## src/rtl/screen_defs.sv

```systemverilog
// ============================================================================
// Module   : screen_defs (package)
// Purpose  : Screen state encodings and winner codes shared with game logic.
// Revision : 1.0 - initial release
// ============================================================================
`default_nettype none

package screen_defs;

  typedef enum logic [1:0] {
    WELCOME = 2'b00,
    PLAY    = 2'b01,
    SCORE   = 2'b10
  } screen_state_e;

  localparam logic [1:0] c_win_draw     = 2'b00;
  localparam logic [1:0] c_win_x        = 2'b01;
  localparam logic [1:0] c_win_o        = 2'b10;
  localparam logic [1:0] c_win_draw_alt = 2'b11;

  localparam int SCORE_W = 4;

  // Increment that holds at the limit instead of wrapping.
  function automatic logic [SCORE_W-1:0] sat_inc(input logic [SCORE_W-1:0] value,
                                                 input logic [SCORE_W-1:0] limit);
    return (value >= limit) ? value : value + 4'd1;
  endfunction

endpackage

`default_nettype wire

```

## src/rtl/rise_detect.sv

```systemverilog
// ============================================================================
// Module   : rise_detect
// Purpose  : One-cycle pulse on a rising edge of a level input.
// Revision : 1.0 - initial release
// ============================================================================
`default_nettype none

module rise_detect (
  input  logic clk,
  input  logic reset,
  input  logic in,
  output logic pulse
);

  logic r_prev;

  // Previous value resets high so a level held through reset is not an edge.
  always_ff @(posedge clk) begin
    if (reset) begin
      r_prev <= 1'b1;
    end else begin
      r_prev <= in;
    end
  end

  assign pulse = in & ~r_prev;

endmodule

`default_nettype wire

```

## src/rtl/screen_sequencer.sv

```systemverilog
// ============================================================================
// Module   : screen_sequencer
// Purpose  : Welcome / play / score screen sequencing with win tallies.
// Revision : 1.0 - initial release
// ============================================================================
`default_nettype none

module screen_sequencer
  import screen_defs::*;
#(
  parameter int SCORE_FRAMES = 180,
  parameter int MAX_SCORE    = 9
) (
  input  logic               clk,
  input  logic               reset,
  input  logic               frame_tick,
  input  logic               btn_start,
  input  logic               game_over,
  input  logic [1:0]         winner,
  output logic               ceWS,
  output logic               cePS,
  output logic               ceSS,
  output logic               game_clr,
  output logic [SCORE_W-1:0] score_x,
  output logic [SCORE_W-1:0] score_o
);

  localparam int                   c_cnt_w      = (SCORE_FRAMES > 1) ? $clog2(SCORE_FRAMES) : 1;
  localparam logic [c_cnt_w-1:0]   c_last_frame = c_cnt_w'(SCORE_FRAMES - 1);
  localparam logic [SCORE_W-1:0]   c_max_score  = SCORE_W'(MAX_SCORE);

  screen_state_e        r_state;
  screen_state_e        w_next_state;
  logic                 w_start;
  logic                 w_expire;
  logic                 w_accept_over;
  logic                 w_enter_play;
  logic                 r_game_clr;
  logic [c_cnt_w-1:0]   r_frame_cnt;
  logic [SCORE_W-1:0]   r_score_x;
  logic [SCORE_W-1:0]   r_score_o;

  rise_detect u_start_edge (
    .clk   (clk),
    .reset (reset),
    .in    (btn_start),
    .pulse (w_start)
  );

  assign w_expire      = frame_tick && (r_frame_cnt == c_last_frame);
  assign w_accept_over = (r_state == PLAY) && game_over;

  always_comb begin
    w_next_state = r_state;
    w_enter_play = 1'b0;
    case (r_state)
      WELCOME: begin
        if (w_start) begin
          w_next_state = PLAY;
        end
      end
      PLAY: begin
        if (game_over) begin
          w_next_state = SCORE;
        end
      end
      SCORE: begin
        // A start edge wins over a coincident timer expiry.
        if (w_start) begin
          w_next_state = PLAY;
        end else if (w_expire) begin
          w_next_state = WELCOME;
        end
      end
      default: begin
        w_next_state = WELCOME;
      end
    endcase
    w_enter_play = (w_next_state == PLAY) && (r_state != PLAY);
  end

  always_ff @(posedge clk) begin
    if (reset) begin
      r_state    <= WELCOME;
      r_game_clr <= 1'b0;
    end else begin
      r_state    <= w_next_state;
      r_game_clr <= w_enter_play;
    end
  end

  // Held at zero outside SCORE, which also clears it on entry.
  always_ff @(posedge clk) begin
    if (reset) begin
      r_frame_cnt <= '0;
    end else if (r_state != SCORE) begin
      r_frame_cnt <= '0;
    end else if (frame_tick) begin
      r_frame_cnt <= r_frame_cnt + 1'b1;
    end
  end

  always_ff @(posedge clk) begin
    if (reset) begin
      r_score_x <= '0;
      r_score_o <= '0;
    end else if (w_accept_over) begin
      case (winner)
        c_win_x:        r_score_x <= sat_inc(r_score_x, c_max_score);
        c_win_o:        r_score_o <= sat_inc(r_score_o, c_max_score);
        c_win_draw,
        c_win_draw_alt: begin
          r_score_x <= r_score_x;
          r_score_o <= r_score_o;
        end
        default: begin
          r_score_x <= r_score_x;
          r_score_o <= r_score_o;
        end
      endcase
    end
  end

  // Unused encoding 2'b11 falls back to the welcome screen so one enable is always high.
  assign cePS     = (r_state == PLAY);
  assign ceSS     = (r_state == SCORE);
  assign ceWS     = (r_state != PLAY) && (r_state != SCORE);
  assign game_clr = r_game_clr;
  assign score_x  = r_score_x;
  assign score_o  = r_score_o;

endmodule

`default_nettype wire

```

## config.mk

```make
export PLATFORM = sky130hd
export DESIGN_NAME = screen_sequencer
export DESIGN_NICKNAME = d
export VERILOG_FILES = /design/src/rtl/screen_defs.sv /design/src/rtl/rise_detect.sv /design/src/rtl/screen_sequencer.sv
export SDC_FILE = /design/constraint.sdc
export NUM_CORES = 1
export LEC_CHECK = 0
export CORE_MARGIN = 2
export CORE_UTILIZATION = 59
export CTS_CLUSTER_DIAMETER = 200
export DETAILED_ROUTE_END_ITERATION = 10
export DONT_BUFFER_PORTS = 1
export HOLD_SLACK_MARGIN = 0.1
export PLACE_DENSITY = 0.76
export REMOVE_ABC_BUFFERS = 1
export SLEW_MARGIN = 5
export SYNTH_ARGS = -nofsm -noshare
export SYNTH_HDL_FRONTEND = slang
export SYNTH_SLANG_ARGS = --single-unit
```

## constraint.sdc

```tcl
create_clock -name clk -period 3.95 [get_ports clk]
set_input_delay 0.395 -clock clk [delete_from_list [all_inputs] [get_ports clk]]
set_output_delay 0.395 -clock clk [all_outputs]
set_load 0.05 [all_outputs]
```

==> metrics.md, run 1 <==
| Metric | Value |
|---|---|
| Status | `finished, final reports clean` |
| Clock-pin slew on the worst setup and hold paths | `between 0.1 and 0.15 ns` |
| Synthesized area per cell | `around 9.3 um^2` |
| P_leak | `between 0.4 and 0.5 nW` |
| Clk sinks | `20` |
| Post-Syn Area | `just over 1000 um^2` |
| Compound-Gate Fraction of Synth Area | `about 14%` |
| Largest family of logic cells by synthesized area | `simple AND/OR/NAND/NOR gates` |
| Synth Area in Adders | `between 10% and 20%` |
| Initial antenna violation count | `0` |
| Req. time, crit path | `about 4.2 ns` |
| Clock group share of total power | `about two fifths` |
| Largest net degree at the start of global routing | `13` |
| Final Util | `65.1%` |
| DR pass1 iterations | `4` |
| Worst R2R Start | `score_o[1]$_SDFFE_PP0P_` |
| H-tree Lvls | `1` |
| Flop pwr share | `~53%` |
| CP Data Arrival Time | `2.30 ns` |
| Yosys Warn Count | `0` |
| Cts hold-fix bufs | `0` |
| Sw frac | `between 20% and 30%` |
| Hold Path Class | `in -> reg` |
| Worst-Margin Slew | `about 0.66 ns` |
| Final worst-path cycle share | `between 50 and 60%` |
| Area growth syn-to-layout | `5.90%` |
| Core Region | `approximately 1700 um^2` |
| Drc violations | `0` |
| Startpoint Class | `register` |
| Fin crit period | `~2.1 ns` |
| Comb pwr share | `around 5.2%` |
| Die ar. | `around 2100 um^2` |
| #FFs+latches synth | `20` |
| Pwr Total | `approximately 0.4 mW` |
| Row cnt | `15` |
| Post-CTS Setup Bufs | `0` |
| # diodes | `0` |
| Slowest cell delay on critical path | `between 0.7 and 0.8 ns` |
| Max_cap viols | `0` |
| Final Max Tran Viols | `0` |
| Clock latency on the worst-skew pair | `approximately 0.30 ns` |
| CTS buffer count | `3` |
| CTS tree | `built` |
| Post-synthesis sequential area ratio | `38.6%` |
| Hold path start | `reset` |
| Sw Pwr | `just over 0.08 mW` |
| Overflow after GRT | `0` |
| Cell Pwr Density | `roughly 360 nW/um^2` |
| Final ANT Viol Nets | `0` |
| Initial core utilization | `approximately three fifths` |
| Routed wire length | `between 1.5 and 2 mm` |
| Via count | `slightly below 800` |
| Mux cell area share after synthesis | `2.89%` |
| Max-slew headroom | `a little under three fifths` |
| Vias per inst | `between 5 and 6` |
| Synth Instances | `112` |
| Simple-gate share of the synthesized area | `20.5%` |
| Xor/xnor share of the synthesized area | `roughly 5.9%` |
| All-layer global routing usage | `roughly 18%` |
| Final setup violation count | `0` |
| Crit. End Element | `register` |
| Fmax | `~0.48 GHz` |
| Worst Path Max Fanout | `5` |
| DIE WIDTH | `46.0 um` |
| Critical path, cell by cell | `inv_1 -> ha_1 -> or3b_2 -> a21boi_2 -> mux2i_1 -> nor2_1` |
| RSZ-0062 raised after global routing | `false` |
| Vias in the first global route | `about 700` |
| IO Port Bufs | `0` |
| Maximum vdd drop | `0.265 mV` |
| Slowest cell on the critical path | `dfxtp_1` |
| Die height | `approximately 46 um` |
| Kind of critical path | `reg -> reg` |
| First-pass GRT wire length | `about 2.7 mm` |
| Worst setup startpoint | `score_o[1]$_SDFFE_PP0P_` |
| Cell internal pwr | `0.313 mW` |
| GPL Wtd Cong | `between 0.8 and 0.9` |
| I/O Pins | `19` |
| Fin Setup TNS | `0 ns` |
| Initial DRC Count | `7` |
| Fin nets | `between 100 and 150` |
| Cts repair resizes | `0` |
| Layout cells sized above 1 | `under 10%` |
| Netlist cell types | `28` |
| Final Hold Viols | `0` |
| Worst Clk Skew | `between 0.004 and 0.005 ns` |
| Clock Path Buffers | `2` |
| CTS Root Cell | `clkbuf_4` |
| Wire per inst | `approximately 13 um` |
| Dpl hpwl | `about 1.3 mm` |
[final timing paths]
check / cells past startpoint / slack [ns] / to
max: 6 / 1.85 / score_o[1]$_SDFFE_PP0P_
min: 1 / 0.15 / score_x[3]$_SDFFE_PP0P_
max reg2reg: 6 / 1.85 / score_o[1]$_SDFFE_PP0P_
min reg2reg: 2 / 0.52 / r_frame_cnt[6]$_SDFFE_PP0P_
[cell usage after synthesis, drive strengths merged]
master | number | area (um^2)
ha | 11 | 138
or3 | 3 | 18.8
or2 | 1 | 6.26
o211a | 1 | 10.0
nand2b | 1 | 6.26
a21boi | 3 | 30.0
a21oi | 2 | 10.0
a31oi | 3 | 18.8
and4b | 4 | 40.0
nand4 | 4 | 25.0
mux2i | 3 | 30.0
nor2b | 1 | 6.26
or4b | 1 | 13.8
dfxtp | 20 | 400
inv | 11 | 41.3
nor2 | 13 | 48.8
clkbuf | 2 | 7.51
a41oi | 2 | 17.5
xor2 | 3 | 26.3
nand2 | 4 | 15.0
a211o | 1 | 8.76
o31ai | 1 | 12.5
or3b | 2 | 17.5
o21ai | 7 | 35.0
nor3 | 3 | 15.0
buf | 1 | 5.00
xnor2 | 4 | 35.0
[metal layers]
metal,track usage (%),vias to the layer above,wire (um)
met1,20.6,374,802
met2,31.1,11,835
met4,5.71,0,0
li1,-,394,-
met5,0,-,0
met3,3.57,0,57
[cell families (layout without fill, tap and decap cells)]
group	after synthesis	in the layout
AOI/OAI and AO/OA	20	20
xor gates and xnor gates	7	7
adders and majority gates	11	11
buffers and inverters	14	15
DFF	20	20
muxes	3	3
and+or+nand+nor	37	37
[power groups by stage]
| stage | combinational [mW] | sequential, mW | clock (mW) |
|---|---|---|---|
| final | 0.0206 | 0.209 | 0.165 |
| after detailed placement | 0.0207 | 0.214 | 0 |
| after global placement | 0.0202 | 0.214 | 0 |
| after CTS | 0.0209 | 0.209 | 0.167 |
| after global routing | 0.0226 | 0.210 | 0.176 |
| after floorplan | 0.0185 | 0.213 | 0 |
[stage by stage]
step / setup slack (ns) / area (um^2) / hold slack, ns / std cells
2_1_floorplan: 1.98 / 1030 / 0.467 / 109
4_1_cts: 1.85 / 1100 / 0.144 / 130
3_3_place_gp: 1.92 / 1050 / 0.469 / 126
3_5_place_dp: 1.88 / 1050 / 0.471 / 126
6_report: 1.85 / 1100 / 0.150 / 130
5_1_grt: 1.72 / 1100 / 0.130 / 130
[registers in the layout (all words and copies together), names as in the netlist]
signal               flops
u_start_edge.r_prev      1
r_frame_cnt              8
score_o                  4
score_x                  4
r_state                  2
game_clr                 1
[layout make-up]
class	count	area (um^2)
clock buffers	3	22.5
clock inverters	1	30.0
fillers	148	589
inverters	11	41.3
multi-input cells	78	584
flip-flops and latches	20	400
well taps	17	21.3
[worst max-delay path, delay by kind of cell (launching register included)]
family | cells | cell delay [ns]
compound gates | 1 | 0.21
fa+ha+maj | 1 | 0.23
buf+inv | 1 | 0.14
flops | 1 | 0.72
mux | 1 | 0.20
simple gates | 2 | 0.51
[layout by cell type, fill, tap and decap left out, types with 4 or more instances in the layout]
| cell | netlist | layout |
|---|---|---|
| and4b_1 | 4 | 4 |
| ha_1 | 11 | 11 |
| dfxtp_1 | 20 | 20 |
| inv_1 | 11 | 11 |
| o21ai_0 | 7 | 7 |
| nor2_1 | 13 | 13 |
| nand4_1 | 4 | 4 |
| xnor2_1 | 4 | 4 |
| nand2_1 | 4 | 4 |
(Power assumes the default switching activity.)
==> run 2, diff against run 1 <==
==> constraint.sdc (replaced) <==
create_clock -name clk -period 2 [get_ports clk]
set_input_delay 0.2 -clock clk [delete_from_list [all_inputs] [get_ports clk]]
set_output_delay 0.2 -clock clk [all_outputs]
set_load 0.05 [all_outputs]
==> metrics.md, run 2 (synthesized netlist as in run 1, its figures left out) <==
| Metric | Value |
|---|---|
| Largest net degree at the start of global routing | `13 (unchanged)` |
| Clock-pin slew on the worst setup and hold paths | `0.11 ns (about the same)` |
| Fillers | `140 (-5.4%)` |
| Final Util | `71.3% (+6.2 points)` |
| Fin crit period | `1.65 ns (-0.452 ns)` |
| Worst Clk Skew | `0.00191 ns (-0.00284 ns)` |
| Clock Path Buffers | `2 (unchanged)` |
| CTS tree | `built` |
| Fin cells | `143 (+10%)` |
| H-tree Lvls | `1 (unchanged)` |
| RSZ-0062 raised after global routing | `false` |
| Cts repair resizes | `0 (unchanged)` |
| IO Port Bufs | `0 (unchanged)` |
| Hold path start | `frame_tick` |
| Status | `finished, final reports clean` |
| Largest Register | `r_frame_cnt` |
| Final Max Tran Viols | `0 (unchanged)` |
| Crit-path leading delay family | `simple AND/OR/NAND/NOR gates` |
| Startpoint Class | `register` |
| CTS Root Cell | `clkbuf_4` |
| Max reg flops | `8 (unchanged)` |
| Max-slew headroom | `68.2% (+12 points)` |
| Clk sinks | `20 (unchanged)` |
| Worst setup startpoint | `score_x[0]$_SDFFE_PP0P_` |
| Final worst-path cycle share | `82.4% (+29 points)` |
| CTS buffer count | `3 (unchanged)` |
| DIE WIDTH | `46.0 um (unchanged)` |
| Initial core utilization | `61.5% (unchanged)` |
| Kind of critical path | `reg -> reg` |
| Fin nets | `145 (+9.8%)` |
| Fmax | `0.607 GHz (+27%)` |
| Die ar. | `2110 um^2 (unchanged)` |
| GPL Wtd Cong | `0.832 (-2.4%)` |
| First-pass GRT wire length | `2.95 mm (+9.7%)` |
| Post-CTS Setup Bufs | `0 (unchanged)` |
| Crit. End Element | `register` |
| Slowest cell on the critical path | `or3b_2` |
| R2r setup slk | `0.35 ns (-1.50 ns)` |
| Hold Path Class | `in -> reg` |
| Placed Cells | `136 (+7.9%)` |
| Final Hold Viols | `0 (unchanged)` |
| Final setup violation count | `0 (unchanged)` |
| CP bufs+invs | `1 (unchanged)` |
| DR pass1 iterations | `4 (unchanged)` |
| Cell Pwr Density | `655 nW/um^2 (+83%)` |
| P_leak | `0.501 nW (+15%)` |
| Clock latency on the worst-skew pair | `0.29 ns (about the same)` |
| Worst R2R Start | `score_x[0]$_SDFFE_PP0P_` |
| All-layer global routing usage | `19.6% (+2.1 points)` |
| Most frequent cells in the layout | `20 x dfxtp_1, 13 x nor2_1, 11 x inv_1, 11 x ha_1, 10 x buf_4` |
| Worst Path Max Fanout | `5 (unchanged)` |
| Layout cells sized above 1 | `16.7% (+6.9 points)` |
| Final ANT Viol Nets | `0 (unchanged)` |
| Routed wire length | `1.94 mm (+14%)` |
| Wire per inst | `13.6 um (+4.0%)` |
| Die height | `46.0 um (unchanged)` |
| R2R Path End | `score_x[1]$_SDFFE_PP0P_` |
| Initial DRC Count | `13 (+6)` |
| Worst hold path depth | `3 (+2)` |
| Drc violations | `0 (unchanged)` |
| Area growth syn-to-layout | `16.0%` |
| Slowest cell delay on critical path | `0.45 ns (-0.27 ns)` |
| Via count | `827 (+6.2%)` |
| Worst Reg2Reg Path Length in Cells | `6 (unchanged)` |
| Worst-Margin Slew | `0.477 ns (-0.187 ns)` |
| I/O Pins | `19 (unchanged)` |
| Row cnt | `15 (unchanged)` |
| Vias per inst | `5.78 (-3.5%)` |
| Req. time, crit path | `2.18 ns (-1.97 ns)` |
| Core Region | `1690 um^2 (unchanged)` |
| Maximum vdd drop | `0.499 mV (+88%)` |
| Initial antenna violation count | `0 (unchanged)` |
| Area post-placement | `1120 um^2 (+7.2%)` |
| Finished Cell Area | `1200 um^2 (+9.6%)` |
| Critical path, cell by cell | `inv_1 -> ha_1 -> or3b_2 -> a21boi_2 -> mux2i_1 -> nor2_1` |
| Crit. path cell count | `6 (unchanged)` |
| Overflow after GRT | `0 (unchanged)` |
| Vias in the first global route | `706 (+0.43%)` |
| # diodes | `0 (unchanged)` |
| Most common cell after layout, fill and taps aside | `dfxtp_1` |
| Max_cap viols | `0 (unchanged)` |
| Fin Setup TNS | `0 ns (unchanged)` |
| Crit path to | `score_x[1]$_SDFFE_PP0P_` |
| Dpl hpwl | `1.45 mm (+12%)` |
| CP Data Arrival Time | `1.83 ns (-0.47 ns)` |
run 2: cell types whose count changed in the layout (fill, tap and decap cells not counted), sizes merged:
cell | previous run | this run
buf | 0 | 10
dlygate4sd3 | 0 | 3
run 2: repair_timing:
action                                  CTS  global route
hold buffers                              3             0
endpoints found under the setup margin    0             0
endpoints found under the hold margin    13             0
run 2: stage by stage:
stage	hold slack, ns	total power, mW	worst slack (ns)
after floorplan	0.272	0.458	0.0347
after global placement	0.275	0.465	0.436
after detailed placement	0.276	0.466	0.371
after CTS	0.109	0.795	0.336
after global routing	0.131	0.818	0.247
final	0.110	0.789	0.351
run 2: worst min path at each step:
stage	end
floorplan	score_o[0]$_SDFFE_PP0P_
global placement	score_o[1]$_SDFFE_PP0P_
detailed placement	score_o[0]$_SDFFE_PP0P_
CTS	r_frame_cnt[2]$_SDFFE_PP0P_
global route	r_state[0]$_SDFF_PP0_
finish	r_frame_cnt[2]$_SDFFE_PP0P_
run 2: layer usage:
layer  up-vias  track usage [%]  share of wire (%)
li1        417                -                  -
met1       388             23.7                 46
met2        18             33.9                 49
met3         4             2.78                3.5
met4         0             8.57                1.4
met5         -                0                  0
run 2: worst min-delay path, stage by stage:
cell and delay (ns):
nand2_1 0.05, xor2_1 0.06, nor2_1 0.07
run 2: where the power goes:
part	total [mW]	internal [mW]	switching, mW	leakage, nW
Combinational	0.0547	0.0194	0.0353	0.311
Clock	0.323	0.202	0.121	0.0279
Sequential	0.411	0.403	0.00776	0.162
run 2: cell type report:
cell class                 count  area, um^2  area share (%)
clock buffer                   3        22.5            1.87
clock inverter                 1        30.0            2.49
inverter                      11        41.3            3.43
multi-input combinational     78         584            48.5
sequential                    20         400            33.2
tap                           17        21.3            1.77
timing repair buffer          13         105            8.72
